[src/rtl/bin_to_bcd_seq_if.sv]
// Handshake and result bundle between a requester and bin_to_bcd_seq.
//   start    : conversion request (requester -> converter)
//   bin      : unsigned value to convert, sampled on the accept edge
//   busy     : conversion in progress
//   done     : one-cycle pulse, bcd/overflow freshly updated
//   overflow : last accepted value did not fit in DIGITS decimal digits
//   bcd      : packed BCD digits, digit k at [4k+3:4k]
interface bin_to_bcd_seq_if #(
    parameter int BIN_W  = 14,
    parameter int DIGITS = 4
);
    logic                  start;
    logic [BIN_W-1:0]      bin;
    logic                  busy;
    logic                  done;
    logic                  overflow;
    logic [4*DIGITS-1:0]   bcd;

    modport master (output start, bin, input busy, done, overflow, bcd);
    modport slave  (input start, bin, output busy, done, overflow, bcd);
endinterface

[src/rtl/bin_to_bcd_seq.sv]
// Sequential binary-to-BCD converter (shift-and-add-3, one bit per clock)
// feeding per-digit seven-segment decoders. Nibble 4'hF means "blank".
//   clk : system clock, rising edge
//   rst : asynchronous active-high reset
//   io  : slave side of bin_to_bcd_seq_if (start/bin in; busy/done/
//         overflow/bcd out)
module bin_to_bcd_seq #(
    parameter int BIN_W    = 14,
    parameter int DIGITS   = 4,
    parameter int BLANK_LZ = 0
) (
    input  logic               clk,
    input  logic               rst,
    bin_to_bcd_seq_if.slave    io
);
    localparam int DW = 4 * DIGITS;
    localparam int SW = DW + BIN_W;
    localparam int CW = $clog2(BIN_W + 1);

    function automatic longint pow10(input int n);
        longint p;
        p = 1;
        for (int i = 0; i < n; i++) p = p * 10;
        return p;
    endfunction

    // Largest value representable in DIGITS decimal digits.
    localparam logic [31:0] MAX_VAL = 32'(pow10(DIGITS) - 1);

    typedef enum logic {IDLE, SHIFT} state_t;

    state_t            state_q, state_d;
    logic [SW-1:0]     scratch_q, scratch_d;
    logic [CW-1:0]     cnt_q, cnt_d;
    logic              ovf_pend_q, ovf_pend_d;
    logic              ovf_q, ovf_d;
    logic [DW-1:0]     bcd_q, bcd_d;
    logic              done_q, done_d;

    // One double-dabble iteration: correct every digit field that would
    // exceed 9 after doubling, then shift the whole register left.
    function automatic logic [SW-1:0] dabble_step(input logic [SW-1:0] s);
        logic [SW-1:0] t;
        t = s;
        for (int k = 0; k < DIGITS; k++) begin
            if (t[BIN_W+4*k +: 4] >= 4'd5)
                t[BIN_W+4*k +: 4] = t[BIN_W+4*k +: 4] + 4'd3;
        end
        return {t[SW-2:0], 1'b0};
    endfunction

    // Final presentation: all-blank on overflow, optional leading-zero
    // blanking otherwise. Digit 0 is never blanked so zero shows as "0".
    function automatic logic [DW-1:0] format_digits(input logic [DW-1:0] d,
                                                    input logic ovf);
        logic [DW-1:0] r;
        logic          lead;
        r    = d;
        lead = 1'b1;
        if (ovf) begin
            r = '1;
        end else if (BLANK_LZ != 0) begin
            for (int k = DIGITS - 1; k >= 1; k--) begin
                if (lead && (r[4*k +: 4] == 4'd0))
                    r[4*k +: 4] = 4'hF;
                else
                    lead = 1'b0;
            end
        end
        return r;
    endfunction

    always_ff @(posedge clk or posedge rst) begin
        if (rst) begin
            state_q    <= IDLE;
            scratch_q  <= '0;
            cnt_q      <= '0;
            ovf_pend_q <= 1'b0;
            ovf_q      <= 1'b0;
            bcd_q      <= '0;
            done_q     <= 1'b0;
        end else begin
            state_q    <= state_d;
            scratch_q  <= scratch_d;
            cnt_q      <= cnt_d;
            ovf_pend_q <= ovf_pend_d;
            ovf_q      <= ovf_d;
            bcd_q      <= bcd_d;
            done_q     <= done_d;
        end
    end

    always_comb begin
        state_d    = state_q;
        scratch_d  = scratch_q;
        cnt_d      = cnt_q;
        ovf_pend_d = ovf_pend_q;
        ovf_d      = ovf_q;
        bcd_d      = bcd_q;
        done_d     = 1'b0;
        case (state_q)
            IDLE: begin
                if (io.start) begin
                    state_d    = SHIFT;
                    scratch_d  = {{DW{1'b0}}, io.bin};
                    cnt_d      = '0;
                    // Overflow is decided up front; the digit field loses
                    // its top bits for such values and is not trusted.
                    ovf_pend_d = (32'(io.bin) > MAX_VAL);
                end
            end
            SHIFT: begin
                scratch_d = dabble_step(scratch_q);
                cnt_d     = cnt_q + CW'(1);
                if (cnt_q == CW'(BIN_W - 1)) begin
                    state_d = IDLE;
                    done_d  = 1'b1;
                    ovf_d   = ovf_pend_q;
                    bcd_d   = format_digits(scratch_d[SW-1:BIN_W], ovf_pend_q);
                end
            end
            default: state_d = IDLE;
        endcase
    end

    assign io.busy     = (state_q == SHIFT);
    assign io.done     = done_q;
    assign io.overflow = ovf_q;
    assign io.bcd      = bcd_q;
endmodule

[src/flat_wrapper.sv]
// flat-port wrapper written by rule: the top's interface ports become plain ports
module bin_to_bcd_seq_flat 
#(
    parameter int BIN_W    = 14,
    parameter int DIGITS   = 4,
    parameter int BLANK_LZ = 0
)
  (clk, rst, io_start, io_bin, io_busy, io_done, io_overflow, io_bcd);
  bin_to_bcd_seq_if #(.BIN_W(BIN_W), .DIGITS(DIGITS)) io_i ();
  input  logic clk;
  input  logic rst;
  input wire logic [$bits(io_i.start)-1:0] io_start;
  input wire logic [$bits(io_i.bin)-1:0] io_bin;
  output wire logic [$bits(io_i.busy)-1:0] io_busy;
  output wire logic [$bits(io_i.done)-1:0] io_done;
  output wire logic [$bits(io_i.overflow)-1:0] io_overflow;
  output wire logic [$bits(io_i.bcd)-1:0] io_bcd;
  assign io_i.start = io_start;
  assign io_i.bin = io_bin;
  assign io_busy = io_i.busy;
  assign io_done = io_i.done;
  assign io_overflow = io_i.overflow;
  assign io_bcd = io_i.bcd;
  bin_to_bcd_seq #(.BIN_W(BIN_W), .DIGITS(DIGITS), .BLANK_LZ(BLANK_LZ)) u_core (.clk(clk), .rst(rst), .io(io_i));
endmodule
[config.mk]
export PLATFORM = sky130hd
export DESIGN_NAME = bin_to_bcd_seq_flat
export DESIGN_NICKNAME = d
export VERILOG_FILES = /design/src/rtl/bin_to_bcd_seq_if.sv /design/src/rtl/bin_to_bcd_seq.sv /design/src/flat_wrapper.sv
export SDC_FILE = /design/constraint.sdc
export NUM_CORES = 1
export LEC_CHECK = 0
export BUFFER_PORTS_ARGS = -buffer_cell sky130_fd_sc_hd__buf_2
export CORE_ASPECT_RATIO = 1.75
export CORE_MARGIN = 5
export CORE_UTILIZATION = 30
export CTS_CLUSTER_DIAMETER = 200
export DETAILED_ROUTE_END_ITERATION = 16
export PLACE_DENSITY = 0.5
export SLEW_MARGIN = 40
export SYNTH_ARGS = -nofsm -noshare
export SYNTH_HDL_FRONTEND = slang
export SYNTH_SLANG_ARGS = --single-unit
[constraint.sdc]
create_clock -name clk -period 1.73 [get_ports clk]
set_input_delay 0 -clock clk [delete_from_list [all_inputs] [get_ports clk]]
set_output_delay 0 -clock clk [all_outputs]
set_load 0.05 [all_outputs]
==> results by stage <==
Status:
- The run finished with clean final reports.

Global route:
- The first global-routing pass estimated 9.78 mm of wire.
- The initial antenna violation count was 0.
- For this run the aggregate overflow at the end of global routing stands at 0.
- The aggregate global-route resource usage is 11.6%.
- The number of global-route vias before repair is 2074.
- Entering global routing, the biggest net connects 42 pins.

Power and ir drop:
- The power per cell area is around 2000 mW/mm2.
- Across the VDD grid, the largest voltage drop is 743 uV.
- The clock network accounts for between 15 and 20% of the total power.
- The internal portion of the total power is 0.00351 W.
- Of the total power, the share spent switching nets is 44.2%.
- In this run the power spent charging and discharging nets is roughly 0.0028 W.
- Sequential cells burn between 30% and 40% of the power.
- The static leakage power is 1.50 nW.
- The design draws 0.00629 W.
- In this run, the combinational gates consume 48.7% of the power.

Setup path:
- The kind of cell with the highest combined delay along the critical path is flip-flops.
- The depth of the worst register-to-register path is 6.
- The worst setup path is launched from a flip-flop.
- For the worst setup path, the data arrival time is 1820 ps.
- The worst reg2reg path endpoint is u_core.io.bcd[6]$_DFFE_PP0P_.
- Along the worst path, the maximum fanout reaches 4.
- The worst setup path is captured at a flip-flop.
- The critical path class is flip-flop to flip-flop.
- The master of the slowest instance on the critical path is sky130_fd_sc_hd__dfrtp_1.
- The critical path data required time is approximately 2000 ps.
- For this run, the slowest stage of the critical path takes between 300 and 400 ps.
- Across all register-to-register paths, the minimum setup slack is 130 ps.
- The launching point of the worst reg2reg path is u_core.scratch_q[19]$_DFFE_PP0P_.
- The combined buffer and inverter count along the critical path is 1.
- Traced cell by cell, the critical path runs through inv_1 > ha_1 > nand2b_1 > a21oi_2 > mux2_2 > a21oi_1.

Timing:
- Adding up every negative setup slack in the final design gives 0 ps.
- Timing would allow up to 0.624 GHz.
- The number of hold-slack violations in the final timing report is 0.
- The ratio of final minimum period to clock period is between 90 and 100%.
- Setup repair after global routing left no endpoint under its margin.
- The pin slew with the least headroom to its limit is 443 ps.
- For the final database, setup skew stands at 6.01 ps.
- The count of final setup violators is 0.
- Setup slack on the critical path of the routed design comes to around 130 ps.
- The clock period could shrink to 1600 ps.
- The number of max-slew violations in the final report came to 0.
- The remaining max-slew budget at the tightest pin is about 70%.

Min path:
- The hold path endpoint is u_core.scratch_q[2]$_DFFE_PP0P_.
- Counting instances, the worst hold path has a depth of 3.
- In this run the worst hold path is classified as input port to flip-flop.
- The startpoint of the worst hold path is io_bin[2].

Cells and area:
- The library cell used most frequently in the layout, excluding fill and tap cells, is sky130_fd_sc_hd__dfrtp_1.
- After the flow finishes, the layout carries non-filler instances totaling 410.
- The ratio of cells with drive above 1 in the final layout is 20.5%.
- From synthesis to final layout, the design area changed by 18.7%.
- The final net count is 320.
- In the layout the commonest cells are sky130_fd_sc_hd__dfrtp_1, sky130_fd_sc_hd__buf_2, sky130_fd_sc_hd__nand2_1, sky130_fd_sc_hd__mux2i_1, sky130_fd_sc_hd__o21ai_0.
- 0 antenna diodes ended up in the layout.

Synthesis:
- The post-synthesis instance total is 253.
- Ranked by total cell area, the synthesized netlist is headed by sky130_fd_sc_hd__dfrtp_1, sky130_fd_sc_hd__mux2i_1, sky130_fd_sc_hd__ha_1.
- The net count of the mapped netlist is 280.
- The area share of the largest cell type after synthesis is 51.3%.
- In this run, distinct cell masters in the synthesized netlist total 29.
- The register bit total from synthesis is 54.
- The sequential share of the synthesized area is 51.3%.
- Each instance of the synthesized netlist takes up on average approximately 10 um2.
- For this run, the number of Yosys warnings is 0.
- Summing every instance area after synthesis gives 0.00264 mm2.
- Of all flip-flops after synthesis, the portion carrying an async set or reset was 100%.
- Summed over all instances, the cell type with the most area after synthesis is sky130_fd_sc_hd__dfrtp_1.
- In the synthesized netlist the dominant register cell turns out to be sky130_fd_sc_hd__dfrtp_1.
- Counting flops with a built-in enable in the synthesized netlist gives 0.

Die:
- For this design the top-level I/O count stands at 36.
- The total core area is 0.00861 mm2.
- The floorplan step defined a die boundary enclosing roughly 0.011 mm2.
- The y dimension of the die is 134 um.
- The number of standard-cell rows in the floorplan is 45.
- The effective utilization at floorplan is a little under a third.
- The width of the die is between 80 and 90 um.

Clock network:
- The total CTS buffers is 5.
- The number of setup buffers added after CTS is 0.
- The H-tree was split into 2 levels.
- Once the clock tree was built, the resizer swapped 0 gates to a different size.
- TritonCTS built the clock tree.
- The total of hold buffers inserted after clock tree synthesis is 3.
- The root buffer cell is sky130_fd_sc_hd__clkbuf_16.
- The number of buffers on the longest clock path is 2.
- The later pin in the worst-skew pair is clocked with a latency of 290 ps.
- The clock-pin slew on the worst setup and hold paths is 70 ps.
- The number of sinks on the clock net is 54.

Routing:
- The initial DRC count is 90.
- The final layout contains routed wiring with a total length of 5.64 mm.
- Using the TritonRoute via totals, the vias-per-cell ratio works out to 4.59.
- For this run, the detailed router's first-pass iteration total came to 4.
- The number of design rule violations left after detail routing is 0.
- The count of antenna-violating nets left after detailed routing is 0.
- Summing over every cut layer, the via total after detailed routing is 1882.
- Dividing the detail-routed wire length by the instance count gives 13.8 um.

Place:
- Input and output buffers added on the ports amount to 35.
- The worst setup slack after placement is 152 ps.
- The final estimated routing congestion in global placement is 0.743.
- Detailed placement finished with a half-perimeter wire length of 4.03 mm.
- The total instance count after detailed placement is 400.

Job:
- Max-cap violations in this run came to 0.
-- through the flow --
step / area [um2] / util [%] / hold WS [ps]
floorplan: 2640 / - / 147
global placement: 2960 / 34.4 / 35.0
detailed placement: 2960 / 34.4 / 44.7
CTS: 3130 / 36.3 / 0.567
global route: 3130 / 36.3 / 21.2
finish: 3130 / 36.3 / 4.50
-- power groups by stage --
stage                     Sequential, W  Combinational, W  Clock, W
after floorplan                 0.00292           0.00175         0
after global placement          0.00230           0.00306         0
after detailed placement        0.00231           0.00311         0
after CTS                       0.00229           0.00312   0.00101
after global routing            0.00236           0.00339   0.00104
final                           0.00227           0.00306  0.000961
-- worst max-delay path by stage --
| stage | start | endpoint | slack [ps] | cells past startpoint |
|---|---|---|---|---|
| floorplan | u_core.scratch_q[22]$_DFFE_PP0P_ | u_core.io.bcd[10]$_DFFE_PP0P_ | 270 | 5 |
| global placement | u_core.scratch_q[14]$_DFFE_PP0P_ | u_core.io.bcd[2]$_DFFE_PP0P_ | 200 | 6 |
| detailed placement | u_core.scratch_q[19]$_DFFE_PP0P_ | u_core.io.bcd[6]$_DFFE_PP0P_ | 150 | 6 |
| CTS | u_core.scratch_q[19]$_DFFE_PP0P_ | u_core.io.bcd[6]$_DFFE_PP0P_ | 140 | 6 |
| global route | u_core.scratch_q[19]$_DFFE_PP0P_ | u_core.scratch_q[20]$_DFFE_PP0P_ | 20 | 6 |
| finish | u_core.scratch_q[19]$_DFFE_PP0P_ | u_core.io.bcd[6]$_DFFE_PP0P_ | 130 | 6 |
-- cell usage after synthesis (5+ instances only) --
cell type,number
sky130_fd_sc_hd__nor2_1,20
sky130_fd_sc_hd__nand2_1,25
sky130_fd_sc_hd__a31oi_1,5
sky130_fd_sc_hd__inv_1,11
sky130_fd_sc_hd__xnor2_1,5
sky130_fd_sc_hd__o21ai_0,22
sky130_fd_sc_hd__a21oi_1,13
sky130_fd_sc_hd__a21o_1,6
sky130_fd_sc_hd__nand2b_1,14
sky130_fd_sc_hd__mux2i_1,23
sky130_fd_sc_hd__dfrtp_1,54
sky130_fd_sc_hd__ha_1,10
-- tightest hold or removal path: stages --
cell and delay (ps):
sky130_fd_sc_hd__buf_2 80, sky130_fd_sc_hd__mux2i_1 50, sky130_fd_sc_hd__o21ai_0 130
-- registers in the layout, indices dropped and copies added, names as in the netlist --
register	flops
u_core.scratch_q	30
u_core.io.bcd	16
u_core.cnt_q	4
u_core.io.busy	1
u_core.io.done	1
u_core.io.overflow	1
u_core.ovf_pend_q	1
-- routing by layer --
metal	wire length, um	vias up	GRT usage [%]
li1	-	949	-
met4	102	0	4.51
met1	2300	899	12.7
met2	3000	28	20.9
met5	0	-	0
met3	238	6	2.76
-- area by class of cell --
class	instances	area (um2)
Timing Repair Buffer	45	283
Sequential cell	54	1350
Clock buffer	5	125
Multi-Input combinational cell	175	1170
Fill cell	889	5490
Inverter	12	45.0
Tap cell	117	146
Clock inverter	2	10.0
-- kinds of logic after synthesis --
logic type	share of synthesized area [%]
AOI/OAI and AO/OA	14.9
adders and majority gates	4.75
and+or+nand+nor	13.0
muxes	10.0
xor gates and xnor gates	1.66
buffers and inverters	4.46
DFF	51.3
Power figures use the tool's default switching activity.
